==> src/rtl/fetch_stage.sv <==
// Instruction-fetch stage and IF/ID register of the 5-stage MIPS pipeline.
// Ports: clk/reset, hazard stall, D-stage next-PC controls (npc_sel,
// branch_taken, rs_fwd), instruction ROM (imem_addr/imem_rdata), current
// pc, F/D register outputs (fd_ir, fd_pc4, fd_pc8) and fetch_cnt.
module fetch_stage #(
    parameter logic [31:0] PC_RESET = 32'h0000_3000,
    parameter int          IMEM_AW  = 10
) (
    input  logic               clk,
    input  logic               reset,
    input  logic               stall,
    input  logic [1:0]         npc_sel,
    input  logic               branch_taken,
    input  logic [31:0]        rs_fwd,
    output logic [IMEM_AW-1:0] imem_addr,
    input  logic [31:0]        imem_rdata,
    output logic [31:0]        pc,
    output logic [31:0]        fd_ir,
    output logic [31:0]        fd_pc4,
    output logic [31:0]        fd_pc8,
    output logic [31:0]        fetch_cnt
);

    localparam logic [IMEM_AW-1:0] BASE_W = PC_RESET[IMEM_AW+1:2];

    logic [31:0] seq;
    logic [31:0] pc8;
    logic [31:0] br;
    logic [31:0] jt;
    logic [31:0] npc;

    // Word-granular subtraction: the base is word aligned, so the low
    // pc bits never borrow into the index and can be dropped up front.
    assign imem_addr = pc[IMEM_AW+1:2] - BASE_W;

    assign seq = pc + 32'd4;
    assign pc8 = pc + 32'd8;
    assign br  = fd_pc4 + {{14{fd_ir[15]}}, fd_ir[15:0], 2'b00};
    assign jt  = {fd_pc4[31:28], fd_ir[25:0], 2'b00};

    always_comb begin
        npc = seq;
        case (npc_sel)
            2'b00:   npc = seq;
            2'b01:   npc = branch_taken ? br : seq;
            2'b10:   npc = jt;
            2'b11:   npc = rs_fwd;
            default: npc = seq;
        endcase
    end

    // Stall freezes everything; the D-stage transfer is simply
    // re-evaluated once the stall drops, so no redirect is remembered.
    always_ff @(posedge clk or posedge reset) begin
        if (reset) begin
            pc        <= PC_RESET;
            fd_ir     <= 32'd0;
            fd_pc4    <= 32'd0;
            fd_pc8    <= 32'd0;
            fetch_cnt <= 32'd0;
        end else if (!stall) begin
            pc        <= npc;
            fd_ir     <= imem_rdata;
            fd_pc4    <= seq;
            fd_pc8    <= pc8;
            fetch_cnt <= fetch_cnt + 32'd1;
        end
    end

endmodule

==> config.mk <==
export PLATFORM = sky130hd
export DESIGN_NAME = fetch_stage
export DESIGN_NICKNAME = d
export VERILOG_FILES = /design/src/rtl/fetch_stage.sv
export SDC_FILE = /design/constraint.sdc
export NUM_CORES = 1
export LEC_CHECK = 0
export ABC_AREA = 1
export ABC_CLOCK_PERIOD_IN_PS = 13120
export BUFFER_PORTS_ARGS = -buffer_cell sky130_fd_sc_hd__buf_2
export CAP_MARGIN = 20
export CELL_PAD_IN_SITES_DETAIL_PLACEMENT = 0
export CELL_PAD_IN_SITES_GLOBAL_PLACEMENT = 2
export CORE_MARGIN = 2
export CORE_UTILIZATION = 33
export CTS_BUF_LIST = sky130_fd_sc_hd__clkbuf_4
export DETAILED_ROUTE_END_ITERATION = 16
export PLACE_DENSITY = 0.95
export SETUP_SLACK_MARGIN = 0.1
export SKIP_LAST_GASP = 1
export SYNTH_ARGS = -nofsm -noshare
export SYNTH_HDL_FRONTEND = slang
export SYNTH_SLANG_ARGS = --single-unit
==> constraint.sdc <==
create_clock -name clk -period 13.12 [get_ports clk]
set_clock_uncertainty 0.05 [all_clocks]
set_input_delay 0.656 -clock clk [delete_from_list [all_inputs] [get_ports clk]]
set_output_delay 0.656 -clock clk [all_outputs]
set_load 0.1 [all_outputs]
==> flow_metrics.py <==
metrics = {
    "route": {
        "wire_per_inst_um": 17.6,
        "dr.pass1.iters": 5,
        "drc": 0,
        "wl_um": 39000,
        "drtIter0Drc": 741,
        "via_per_inst": 4.83,
        "vias": 10700,
        "final_antenna_net_count": 0,
    },
    "outcome": {
        "status": "complete, no violations",
    },
    "cts": {
        "cts_tree": "yes",
        "cts_root_buf": "clkbuf_4",
        "cts_resized": 0,
        "numCtsBuffers": 17,
        "htree_levels": 4,
        "clockBufferDepth": 2,
        "postCtsSetupRepairBufs": 0,
        "holdBufCountCts": 0,
        "clk_pin_slew_ns": 0.18,
        "clock_latency_ns": 0.60,
        "cts.sinks": 158,
    },
    "yosys": {
        "synth_top_area_cell": "dfrtp_1",
        "synth_area_leaders": "dfrtp_1 36%, nand2_1 21%, inv_1 6.2%",
        "synth_cells": 1562,
        "synthesis.area_um2": 10800,
        "synth_nets": 1665,
        "ys.flop_type": "dfrtp_1",
        "yosysUniqueCellTypes": 48,
        "synth_common_cells": "601 x nand2_1, 177 x inv_1, 156 x dfrtp_1",
        "synth.avg_cell_area_um2": 6.91,
        "yosysTopAreaCellShare_pct": 36.2,
        "synth_edf_count": 0,
        "synth-seq-cells": 158,
        "async_flop_share_pct": 100,
        "yosys_warnings": 0,
        "synth_most_common_cell": "nand2_1",
        "seq_area_frac_synth_pct": 36.7,
    },
    "floorplan": {
        "rows": 66,
        "coreArea_um2": 32400,
        "die-area_um2": 34200,
        "die_w_um": 185,
        "io_pins": 240,
        "initial_core_util_pct": 33.3,
        "fp.dieH_um": 185,
    },
    "min_path": {
        "holdPathStages": 3,
        "hp-class": "input port to flip-flop",
    },
    "worst_setup_path": {
        "crit_fanout": 4,
        "crit_type": "flip-flop to flip-flop",
        "startpoint_type": "flip-flop",
        "worstPathArrival_ns": 3.25,
        "reg2regPathDepth": 14,
        "end_kind": "flip-flop",
        "required_ns": 13.55,
    },
    "global_routing": {
        "grt_max_degree": 97,
        "grt_pass1_vias": 10400,
        "grt_usage_pct": 23.0,
        "grt_pass1_wl_um": 59700,
        "gr-total-overflow": 0,
        "grt_antenna_before_repair": 1,
    },
    "pwr": {
        "power_density_nw_per_um2": 172,
        "p_leak_nw": 6.85,
        "vdd_drop_max_mv": 0.126,
    },
    "cells_and_area": {
        "drive_gt1_share_pct": 19.0,
        "nets": 1868,
        "fin_util_pct": 38.8,
        "fill_cells": 3586,
        "final_cells": 2221,
        "area_growth_pct": 16.3,
    },
    "placement": {
        "place_congestion": 0.888,
        "io_buffers": 239,
        "hpwlAfterDp_um": 30700,
        "dp_cells": 2188,
    },
    "sta": {
        "setup_viol": 0,
        "finalCritPeriodShare_pct": 21.6,
        "clock.fmax_mhz": 354,
        "worstMarginPinSlew_ns": 0.922,
        "finalSetupTns_ns": 0,
        "hold_viol": 0,
        "rsz0062_at_grt": "no",
        "hold_ws_ns": 0.181,
        "slew_headroom_pct": 38.5,
        "report.final.slew_viol_count": 0,
        "fin_crit_ns": 2.83,
    },
    "flow_run": {
        "timing.max_cap.violations": 0,
    },
}
final cells by class:
type | count | area (um2) | share of cell area, %
Tap cell | 442 | 553 | 4.41
Multi-Input combinational cell | 1158 | 5840 | 46.5
Clock buffer | 18 | 135 | 1.08
Inverter | 186 | 706 | 5.62
Antenna cell | 1 | 2.50 | 0.0199
Clock inverter | 14 | 125 | 0.997
Sequential cell | 158 | 3960 | 31.5
Timing Repair Buffer | 244 | 1240 | 9.85
through the flow:
step / worst slack (ns) / area (um2) / power (mW)
after floorplan: 8.15 / 10800 / 1.62
after global placement: 9.77 / 12300 / 1.88
after detailed placement: 9.73 / 12300 / 1.88
after CTS: 10.28 / 12500 / 2.18
after global routing: 10.07 / 12600 / 2.28
final: 10.29 / 12600 / 2.16
critical path: stages, from the launching register on:
cell and delay (ns):
dfrtp_1 0.50, ha_1 0.34, inv_1 0.09, fa_1 0.42, inv_1 0.11, nand3_1 0.08, nand3_1 0.17, nand2_1 0.07
nand2_1 0.16, nand3_1 0.09, nand2_1 0.08, xnor2_1 0.12, nor2_1 0.05, o21ai_0 0.32, nand2_1 0.10
kinds of logic after synthesis:
| family | Yosys count | share of synthesized area, % |
|---|---|---|
| AO/OA/AOI/OAI | 139 | 7.42 |
| flip-flops | 158 | 36.7 |
| AND/OR/NAND/NOR | 909 | 36.5 |
| adder cells (fa/ha/maj) | 33 | 3.90 |
| buffers and inverters | 246 | 9.25 |
| XOR/XNOR | 77 | 6.25 |
power breakdown:
group	leakage (nW)	internal (mW)	switching [mW]
logic	4.74	0.213	0.973
clock network	0.145	0.0855	0.211
registers	1.97	0.564	0.118
total	6.85	0.862	1.30
final timing paths:
kind	slack, ns	startpoint	endpoint
setup / recovery	10.29	fd_pc4[2]	pc[18]
hold / removal	0.18	imem_rdata[18]	fd_ir[18]
setup reg to reg	10.29	fd_pc4[2]	pc[18]
hold reg to reg	0.44	fetch_cnt[31]	fetch_cnt[31]
max in group asynchronous	11.38	reset	pc[16]
min in group asynchronous	0.19	reset	fd_pc8[6]
registers in the layout, summed over array words and instances, names as in the netlist:
register / count
pc: 32
fd_ir: 32
fd_pc8: 30
fetch_cnt: 32
fd_pc4: 32
per-layer routing:
metal / GRT usage [%] / up-vias / part of all wire, %
met3: 3.78 / 56 / 5.6
met1: 30.7 / 4991 / 45
li1: - / 5328 / -
met2: 37.9 / 342 / 47
met5: 0 / - / 0
met4: 7.52 / 0 / 2.9
placed cells by master, fill, tap and decap left out, types with 7 or more instances in the layout:
cell type    n
clkbuf_4    18
o22ai_1      9
o21ai_0     62
ha_1        32
inv_1      176
xnor2_1     21
nand3_1    124
nor2_1      97
nand2_1    601
nor2_2      12
nand2_2     10
a21oi_1     28
nand4_1     14
xor2_1      56
nor2_4      10
o211ai_1    15
buf_2      238
inv_2        7
nor3_1      17
dfrtp_1    156
No activity file was read; power rests on OpenSTA's default activity.
